File: src/rtl/fifo_pkg.sv
// Shared definitions for the FIFO read-side stream consumer.
package fifo_pkg;

    // Default FIFO data width; the consumer's DW must match the FIFO it drains.
    localparam int FIFO_DW = 8;

    // Outstanding-beat limit: buffered beats plus the one read in flight.
    localparam int RD_CREDITS = 2;

    // One stream beat as seen downstream.
    typedef struct packed {
        logic [FIFO_DW-1:0] data;
        logic               last;
    } beat_t;

endpackage

File: src/rtl/fifo_rd_stream_buf.sv
// stream_buf2: two-entry, FIFO-ordered holding buffer between the FIFO read
// data and the valid/ready stream. The capture strobe is never asserted when
// the buffer is full (the parent's credit logic guarantees a free slot).
module stream_buf2
    import fifo_pkg::*;
#(
    parameter int DW = FIFO_DW
) (
    input  logic          clk,
    input  logic          rst,
    input  logic          wr_en,
    input  logic [DW-1:0] wr_data,
    output logic          rd_valid,
    input  logic          rd_ready,
    output logic [DW-1:0] rd_data,
    output logic [1:0]    occ
);

    logic [DW-1:0] mem_reg [0:RD_CREDITS-1];
    logic          wr_ptr_reg;
    logic          rd_ptr_reg;
    logic [1:0]    occ_reg;
    logic          rd_fire;

    assign rd_valid = (occ_reg != 2'd0);
    assign rd_fire  = rd_valid & rd_ready;
    assign rd_data  = mem_reg[rd_ptr_reg];
    assign occ      = occ_reg;

    genvar gi;
    generate
        for (gi = 0; gi < RD_CREDITS; gi++) begin : g_entry
            // Each slot loads only when the write pointer addresses it.
            always_ff @(posedge clk or posedge rst) begin
                if (rst)
                    mem_reg[gi] <= '0;
                else if (wr_en && (wr_ptr_reg == 1'(gi)))
                    mem_reg[gi] <= wr_data;
            end
        end
    endgenerate

    // Pointers advance on capture/accept; occupancy tracks the difference.
    always_ff @(posedge clk or posedge rst) begin
        if (rst) begin
            wr_ptr_reg <= 1'b0;
            rd_ptr_reg <= 1'b0;
            occ_reg    <= 2'd0;
        end else begin
            if (wr_en)
                wr_ptr_reg <= ~wr_ptr_reg;
            if (rd_fire)
                rd_ptr_reg <= ~rd_ptr_reg;
            case ({wr_en, rd_fire})
                2'b10:   occ_reg <= occ_reg + 2'd1;
                2'b01:   occ_reg <= occ_reg - 2'd1;
                default: occ_reg <= occ_reg;
            endcase
        end
    end

endmodule

File: src/rtl/fifo_rd_stream.sv
// fifo_rd_stream: drains a FIFO pop interface into a valid/ready stream with
// packet framing. Reads are credit-limited so the captured beat always has a
// buffer slot, allowing one beat per clock without ever over-reading.
module fifo_rd_stream
    import fifo_pkg::*;
#(
    parameter int DW      = FIFO_DW,
    parameter int PKT_LEN = 16
) (
    input  logic          clk,
    input  logic          rst,
    input  logic          enable,
    input  logic          fifo_empty,
    input  logic [DW-1:0] fifo_rdata,
    output logic          fifo_read,
    output logic          m_valid,
    output logic [DW-1:0] m_data,
    output logic          m_last,
    input  logic          m_ready,
    output logic [15:0]   pkt_cnt,
    output logic          busy
);

    logic        inflight_reg;
    logic [15:0] beat_cnt_reg;
    logic [15:0] pkt_cnt_reg;
    logic [1:0]  occ;
    logic        accept;
    logic        is_last;
    logic [2:0]  used;

    stream_buf2 #(.DW(DW)) u_buf (
        .clk      (clk),
        .rst      (rst),
        .wr_en    (inflight_reg),
        .wr_data  (fifo_rdata),
        .rd_valid (m_valid),
        .rd_ready (m_ready),
        .rd_data  (m_data),
        .occ      (occ)
    );

    assign accept  = m_valid & m_ready;
    assign is_last = (beat_cnt_reg == 16'(PKT_LEN - 1));
    assign m_last  = m_valid & is_last;
    assign pkt_cnt = pkt_cnt_reg;
    assign busy    = (occ != 2'd0) | inflight_reg;

    // Beats committed (buffered + in flight); an accept this cycle frees one,
    // so comparing against credits + accept keeps the pipe full at one/clock.
    assign used      = {1'b0, occ} + {2'b00, inflight_reg};
    assign fifo_read = ~rst & enable & ~fifo_empty
                     & (used < (3'(RD_CREDITS) + {2'b00, accept}));

    // A read issued this cycle returns data next cycle; flag it for capture.
    always_ff @(posedge clk or posedge rst) begin
        if (rst)
            inflight_reg <= 1'b0;
        else
            inflight_reg <= fifo_read;
    end

    // Beat position of the head beat and completed-packet count.
    always_ff @(posedge clk or posedge rst) begin
        if (rst) begin
            beat_cnt_reg <= 16'd0;
            pkt_cnt_reg  <= 16'd0;
        end else if (accept) begin
            if (is_last) begin
                beat_cnt_reg <= 16'd0;
                pkt_cnt_reg  <= pkt_cnt_reg + 16'd1;
            end else begin
                beat_cnt_reg <= beat_cnt_reg + 16'd1;
            end
        end
    end

endmodule

File: config.mk
export PLATFORM = sky130hd
export DESIGN_NAME = fifo_rd_stream
export DESIGN_NICKNAME = d
export VERILOG_FILES = /design/src/rtl/fifo_pkg.sv /design/src/rtl/fifo_rd_stream_buf.sv /design/src/rtl/fifo_rd_stream.sv
export SDC_FILE = /design/constraint.sdc
export NUM_CORES = 1
export LEC_CHECK = 0
export CAP_MARGIN = 20
export CORE_MARGIN = 2
export CORE_UTILIZATION = 27
export CTS_BUF_LIST = sky130_fd_sc_hd__clkbuf_2
export DETAILED_ROUTE_END_ITERATION = 10
export GPL_ROUTABILITY_DRIVEN = 0
export PLACE_DENSITY = 0.47
export SYNTH_ARGS = -nofsm -noshare
export SYNTH_HDL_FRONTEND = slang
export SYNTH_SLANG_ARGS = --single-unit
File: constraint.sdc
create_clock -name clk -period 6.55 [get_ports clk]
set_input_delay 1.31 -clock clk [delete_from_list [all_inputs] [get_ports clk]]
set_output_delay 1.31 -clock clk [all_outputs]
set_load 0.01 [all_outputs]
Yosys cells after proc, flatten, opt, wreduce, memory -nomap -nowiden
Cells that the tools add are included.
{"block": "op_classes", "order_cmp": 2, "shifts": 0, "div_mod_pow": 0, "n_reduce_logical": 5, "eq_ne": 3, "mux": 5, "addsub": 6, "multipliers": 0, "n_bitwise": 11}
{"operator": "adder 16 x 1 -> 16 bit, second input constant", "n": 2}
{"operator": "2-to-1 mux 8 bit", "n": 3}
{"operator": "equality test 16 x 4 -> 1 bit, second input constant", "n": 1}
{"operator": "2-to-1 mux 16 bit", "n": 1}
{"operator": "bitwise AND 1 bit", "n": 5}
{"operator": "inverter 1 bit", "n": 4}
{"operator": "one-hot mux 2 bit (2 select lines)", "n": 1}
{"operator": "nonzero test 2 bit", "n": 2}
{"operator": "adder 2 x 1 -> 3 bit", "n": 1}
{"operator": "adder 2 x 1 -> 3 bit, first input constant", "n": 1}
{"operator": "< comparator 3 bit", "n": 1}
{"operator": "adder 2 x 1 -> 2 bit, second input constant", "n": 1}
{"operator": "equality test 2 x 1 -> 1 bit, second input constant", "n": 1}
{"operator": "equality test 2 bit, second input constant", "n": 1}
{"operator": ">= comparator 2 bit, second input constant", "n": 1}
{"operator": "logical AND 1 bit", "n": 2}
{"operator": "inverter 1 -> 2 bit", "n": 1}
{"operator": "AND reduction 2 bit", "n": 1}
{"operator": "subtractor 2 x 1 -> 2 bit, second input constant", "n": 1}
{"operator": "bitwise OR 1 bit", "n": 1}
{"block": "totals", "output_inout_bits": 28, "romBits": 0, "ramBits": 0, "memories": 0, "latchBits": 0, "regBits": 53}

Logic depth before layout (Yosys ltp)
Gate-level depths: netlist (run 1).
{"block": "depth", "depth_word": 5, "depth_mapped": 8, "ltp_nobuf": 6}

Modules after synthesis
A second synthesis (run 1) with hierarchy kept.
{"block": "hier_totals", "cells_unflattened": 205, "hier_area_um2": 2507.4}
{"mod": "fifo_rd_stream", "area_each_um2": 1595.3, "cells_each": 146, "instances": 1}
{"mod": "stream_buf2", "area_each_um2": 912.1, "cells_each": 59, "instances": 1}

Worst setup path after synthesis (run 1)
Ideal clock, no wire load.
{"block": "synth_path", "kind": "input port to output port", "startpoint": "in rst", "endpoint": "out fifo_read", "slack_ns": 2.384, "path_stages": 2, "t_arrival_ns": 2.856, "cell_sequence": "inv_1 > and4_1"}
{"block": "synth_between", "elab_chain_cells": 4}
{"item": "from (decl)", "line_no": "fifo_rd_stream.sv:11", "source": "input logic rst,"}
{"item": "inverter 1 bit", "line_no": "fifo_rd_stream.sv:52", "source": "assign fifo_read = ~rst & enable & ~fifo_empty"}
{"item": "bitwise AND 1 bit (2 in series)", "line_no": "fifo_rd_stream.sv:52"}
{"item": "bitwise AND 1 bit", "line_no": "fifo_rd_stream.sv:53", "source": "& (used < (3'(RD_CREDITS) + {2'b00, accept}));"}
{"item": "to (decl)", "line_no": "fifo_rd_stream.sv:15", "source": "output logic fifo_read,"}
Every way passes these cells.

Final worst setup path (run 1)
{"block": "layout_path", "startpoint": "reg beat_cnt_reg[0]", "endpoint": "out m_last"}
{"block": "layout_between", "elab_chain_cells": 2}
{"item": "from (decl)", "line_no": "fifo_rd_stream.sv:25", "source": "logic [15:0] beat_cnt_reg;"}
{"item": "from (signal assigned)", "line_no": "fifo_rd_stream.sv:73", "source": "beat_cnt_reg <= beat_cnt_reg + 16'd1;"}
{"item": "equality test 16 x 4 -> 1 bit", "line_no": "fifo_rd_stream.sv:44", "source": "assign is_last = (beat_cnt_reg == 16'(PKT_LEN - 1));"}
{"item": "bitwise AND 1 bit", "line_no": "fifo_rd_stream.sv:45", "source": "assign m_last = m_valid & is_last;"}
{"item": "to (decl)", "line_no": "fifo_rd_stream.sv:18", "source": "output logic m_last,"}
Every way passes these cells.

==> run_results.csv, run 1 <==
group,metric,value,unit
sta,relSlewSlack,41.1,%
yosys,ys_warn_count,0,
clock_network,clock_sinks,53,
critical_path,slowest_stage,"and4_1",
layout,fin_nets,263,
sta,finalSetupTns,0,ps
critical_path,crit_cells,5,
run,max-cap-violations,0,
power,powerDensity,303,mW/mm^2
sta,drv_slew,0,
route,drt_pass1_iterations,4,
route,vias,1596,
critical_path,path_class,"reg2out",
floorplanning,die_y,101,um
critical_path,reg2reg_from,"beat_cnt_reg[0]",
yosys,avgSynthCellArea,12.6,um^2
critical_path,critPathLaunch,"beat_cnt_reg[0]",
route,wl_per_cell,13.9,um
sta,hold_viol_final,0,
clock_network,cts_tree,"built",
critical_path,reg2reg_to,"pkt_cnt[1]",
placement,io_buffers,40,
clock_network,postCtsHoldBufs,0,
critical_path,cp-start-kind,"flip-flop",
global_route,grt_usage,10.4,%
route,postRouteAntennaNets,0,
yosys,syn_area,0.00255,mm^2
critical_path,worstRegToRegCells,5,
clock_network,clk_latency,450,ps
critical_path,worstPathMaxFanout,18,
power,p_leak,1.35,nW
critical_path,path_buf_inv,1,
floorplanning,initial_core_util,27.7,%
critical_path,crit_chain,"ha_1 -> nor4bb_1 -> and4_1 -> and2_1 -> clkdlybuf4s50_1",
sta,finalSetupViolations,0,
floorplanning,die_w,101,um
global_route,antenna_found_initial,0,
yosys,yosysTopAreaCellShare,52.0,%
sta,layout_min_cycle_time,4310,ps
yosys,async_flop_share,100,%
clock_network,path_clk_slew,280,ps
run_status,status,"finished, final reports clean",
yosys,yosys-top-cells-area,"dfrtp_1, mux2_2, xnor2_1",
critical_path,critPathMaxStageDelay,820,ps
critical_path,cp.arrival,3000,ps
route,drt_iter0_drc,65,
floorplanning,coreArea,0.00920,mm^2
yosys,syn_nets,220,
floorplanning,num_rows,35,
layout,fin_util,33.7,%
yosys,synth_flop_cell,"dfrtp_1",
critical_path,rrSetupSlack,4040,ps
layout,area_delta_synth_final,21.5,%
yosys,ys_types,41,
sta,fmax,232,MHz
clock_network,cts_buffers,5,
yosys,netlist_instances,202,
layout,diodes,0,
yosys,synth_top_cell_by_area,"dfrtp_1",
layout,drive_gt1_share,21.1,%
sta,finClkSkew,20.5,ps
layout,num-fill-cells,928,
hold_path,hp-start,"beat_cnt_reg[15]",
layout,regArea,0.00133,mm^2
critical_path,cp-end-kind,"output port",
route,vias_per_cell,4.47,
route,drc,0,
global_route,grt_max_degree,54,
power,total_power,0.941,mW
clock_network,cts_max_level,2,
critical_path,cpLargestDelayFamily,"simple AND/OR/NAND/NOR gates",
critical_path,cp.required,5240,ps
clock_network,cts_resized,0,
sta,hold_slack,490,ps
clock_network,clock-root-buffer,"clkbuf_2",
placement,placed_area,0.00305,mm^2
sta,worstMarginPinSlew,884,ps
clock_network,clk_path_buf_depth,2,
sta,rsz0062_at_grt,"no",
route,routed_wl,4970,um
sta,finalCritPeriodShare,65.7,%
hold_path,min_path_type,"reg2reg",
hold_path,hold_path_depth,1,
yosys,seq_area_frac_synth,52.0,%
global_route,grt.overflow.total,0,
yosys,synth-edff-count,0,
global_route,grt_pass1_wl,8320,um
layout,design_area,0.00310,mm^2
clock_network,post_cts_buffers,0,
power,irDropWorstVdd,0.0000892,V
yosys,synth-seq-cells,53,
floorplanning,die_area,0.0102,mm^2
layout,multi_input_area,0.00116,mm^2
placement,place.detailed.hpwl,3400,um
hold_path,worstHoldEndpoint,"beat_cnt_reg[15]",
floorplanning,io_pins,41,
global_route,grt_pass1_vias,1664,
==> placed cells by master, fill, tap and decap left out, drive strengths merged, types with 2 or more instances in the layout <==
| master | netlist | final |
|---|---|---|
| dfrtp | 53 | 53 |
| clkdlybuf4s50 | 0 | 40 |
| mux2 | 25 | 25 |
| xnor2 | 23 | 23 |
| nand4 | 13 | 13 |
| xor2 | 11 | 11 |
| nor2 | 10 | 10 |
| nand3 | 10 | 10 |
| nand2 | 7 | 7 |
| and3 | 7 | 7 |
| ha | 5 | 5 |
| clkbuf | 2 | 5 |
| and2 | 5 | 5 |
| inv | 4 | 5 |
| and4 | 4 | 4 |
| nor3 | 4 | 4 |
| o21ai | 3 | 3 |
| or2 | 3 | 3 |
| nor4 | 2 | 2 |
| buf | 4 | 2 |
| or3 | 2 | 2 |
==> area by class of cell <==
class,count,area share (%)
clock buffer,5,0.807
clock inverter,3,0.686
inverter,4,0.484
multi-input combinational,139,37.4
sequential,53,42.8
tap,111,4.48
timing repair buffer,42,13.4
==> metrics by stage <==
stage / worst slack, ps / std cells
final: 2240 / 357
after global routing: 2050 / 357
after CTS: 2180 / 357
after detailed placement: 2420 / 349
after global placement: 2440 / 349
after floorplan: 2380 / 202
==> cell families after synthesis <==
group / Yosys count / synth area share [%]
flip-flops: 53 / 52.0
AO/OA/AOI/OAI: 5 / 1.23
XOR/XNOR: 34 / 12.3
adder cells (fa/ha/maj): 5 / 2.45
multiplexers: 25 / 11.0
AND/OR/NAND/NOR: 70 / 18.4
buffers and inverters: 10 / 2.60
==> power breakdown <==
group	switching, mW	internal [mW]	leakage [nW]	total, mW
Sequential	0.0697	0.408	0.681	0.477
Clock	0.109	0.0271	0.0294	0.136
Combinational	0.124	0.203	0.644	0.327
==> worst max path at each step <==
| stage | slack (ps) | to |
|---|---|---|
| after floorplan | 2380 | fifo_read |
| after detailed placement | 2420 | fifo_read |
| final | 2240 | m_last |
| after global routing | 2050 | m_last |
| after global placement | 2440 | fifo_read |
| after CTS | 2180 | m_last |
==> layer usage <==
metal / vias up / track usage (%) / wire length (um)
met2: 32 / 15.6 / 2110
met1: 767 / 14.7 / 2580
li1: 790 / - / -
met3: 7 / 2.42 / 192
met4: 0 / 4.05 / 87
met5: - / 0 / 0
==> Yosys cell counts (2+ instances only) <==
library cell and instances:
o21ai_0 2, nor2_1 9, inv_1 3, nand3_2 5, nand3_1 5, nand2_1 7, nor4_1 2, dfrtp_1 53
nand4_1 11, clkbuf_1 2, xnor2_1 21, xnor2_2 2, nor3_2 2, and2_1 4, and3_1 7, and4_1 4
mux2_2 24, or2_1 2, xor2_1 11, ha_1 5
(Power assumes the default switching activity.)
==> run 2, diff against run 1 <==
==> constraint.sdc (replaced) <==
create_clock -name clk -period 4.2 [get_ports clk]
set_input_delay 0.84 -clock clk [delete_from_list [all_inputs] [get_ports clk]]
set_output_delay 0.84 -clock clk [all_outputs]
set_load 0.01 [all_outputs]
==> run 2 against run 1 <==
Compared with the run above:
- via count grew 0.94%
- first-iteration DRC count grew 3.1%
- wire length shrank 1.5%
- worst setup slack lost 1200 ps
- sequential share of layout area shrank 0.44 points
- register-to-register slack lost 1900 ps
- clock power grew 96%
- global-route usage shrank 0.079 points
- worst hold slack gained 1.9 ps
- cell count grew 0.28%
- combinational power grew 56%
- utilization grew 0.35 points
- critical endpoint is now fifo_read
==> run_results.csv, run 2 (synthesis gave the netlist of run 1 again) <==
group,metric,value,unit
clock_network,cts_buffers,5,
placement,io_buffers,40,
sta,finalSetupTns,0,ps
run_status,status,"finished, final reports clean",
clock_network,clk_latency,420,ps
global_route,grt_max_degree,54,
critical_path,path_buf_inv,2,
clock_network,clk_path_buf_depth,2,
route,wl_per_cell,13.7,um
placement,dpl.cell_count,350,
sta,fmax,313,MHz
critical_path,worst_path_most_repeated_cell,"clkdlybuf4s50_1",
clock_network,cts_resized,0,
floorplanning,io_pins,41,
floorplanning,num_rows,35,
sta,finalSetupViolations,0,
global_route,grt_pass1_vias,1692,
critical_path,worstPathMaxFanout,2,
global_route,met3_usage,2.69,%
clock_network,postCtsHoldBufs,0,
clock_network,post_cts_buffers,0,
critical_path,critPathLaunch,"m_ready",
run,max-cap-violations,0,
layout,drive_gt1_share,21.5,%
critical_path,critPathMaxStageDelay,540,ps
power,irDropWorstVdd,0.000147,V
power,p_int,1.05,mW
critical_path,cp.required,3360,ps
route,routed_wl,4890,um
sta,layout_min_cycle_time,3200,ps
sta,drv_slew,0,
route,vias,1611,
route,drt_pass1_iterations,4,
layout,area_delta_synth_final,22.8,%
floorplanning,die_y,101,um
clock_network,clock-root-buffer,"clkbuf_2",
critical_path,path_class,"in2out",
layout,final_common_cell,"dfrtp_1",
route,drc,0,
global_route,top_usage_layer,"met2",
layout,final_cell_mix,"dfrtp_1, clkdlybuf4s50_1, mux2_2, xnor2_1",
global_route,grt_pass1_wl,8310,um
hold_path,hp-start,"beat_cnt_reg[15]",
route,postRouteAntennaNets,0,
layout,stdcell_count,358,
critical_path,slowest_stage,"clkdlybuf4s50_1",
global_route,grt.overflow.total,0,
floorplanning,initial_core_util,27.7,%
global_route,gr-usage-met2,16.0,%
critical_path,cpLargestDelayFamily,"buffers and inverters",
placement,place.detailed.hpwl,3370,um
layout,fin_nets,264,
sta,hold_viol_final,0,
clock_network,clock_sinks,53,
clock_network,path_clk_slew,270,ps
hold_path,min_path_type,"reg2reg",
power,p_sw,0.466,mW
power,p_leak,1.37,nW
route,drt_iter0_drc,67,
route,vias_per_cell,4.50,
sta,finClkSkew,20.5,ps
power,powerDensity,485,mW/mm^2
sta,finalCritPeriodShare,76.1,%
critical_path,crit_chain,"clkdlybuf4s50_1 -> o21ai_1 -> o21ai_0 -> and4_1 -> clkdlybuf4s50_1",
critical_path,cp-start-kind,"primary input",
layout,diodes,0,
floorplanning,coreArea,0.00920,mm^2
floorplanning,die_w,101,um
clock_network,cts_max_level,2,
power,switching_share,30.7,%
floorplanning,die_area,0.0102,mm^2
sta,worstMarginPinSlew,689,ps
critical_path,reg2reg_from,"beat_cnt_reg[0]",
power,combPwrFrac,33.6,%
critical_path,cp.arrival,2360,ps
global_route,grt_use_met1,14.3,%
sta,relSlewSlack,54.1,%
critical_path,cp-end-kind,"output port",
global_route,grt_usage,10.4,%
layout,fin_util,34.1,%
sta,rsz0062_at_grt,"no",
global_route,antenna_found_initial,0,
power,p_seq_share,48.9,%
clock_network,cts_tree,"built",
power,pwr-share-clk,17.5,%
run 2: path summary, 6_finish.rpt:
kind                       slack [ps]  cells past startpoint               end
setup / recovery                 1000                      5         fifo_read
hold / removal                    490                      1  beat_cnt_reg[15]
setup reg to reg                 2100                      6        pkt_cnt[1]
hold reg to reg                   490                      1  beat_cnt_reg[15]
max in group asynchronous        2800                      3      inflight_reg
min in group asynchronous         920                      3  u_buf.mem_reg[2]
run 2: area by class of cell:
cell class | count | area, um^2
Fill cell | 935 | 6060
Clock buffer | 5 | 25.0
Timing Repair Buffer | 43 | 423
Multi-Input combinational cell | 139 | 1160
Sequential cell | 53 | 1330
Clock inverter | 3 | 46.3
Inverter | 4 | 15.0
Tap cell | 111 | 139
run 2: through the flow:
stage          instance area (um^2)  hold WS, ps  total power [mW]  setup slack [ps]
5_1_grt                        3130          512              1.63               842
3_3_place_gp                   3060          460              1.27              1000
3_5_place_dp                   3060          463              1.27               995
6_report                       3130          491              1.52              1000
4_1_cts                        3130          496              1.55               985
2_1_floorplan                  2550          443              1.06               974
run 2: power groups by stage:
stage                     registers, mW  logic, mW  clock network [mW]
final                             0.744      0.511               0.266
after global routing              0.770      0.556               0.307
after CTS                         0.747      0.521               0.285
after detailed placement          0.757      0.517                   0
after global placement            0.756      0.512                   0
after floorplan                   0.714      0.341                   0
run 2: metal layers:
metal	wire length [um]	part of all wire (%)
met4	47	0.96
met1	2390	49
met2	2250	46
met5	0	0
met3	202	4.1
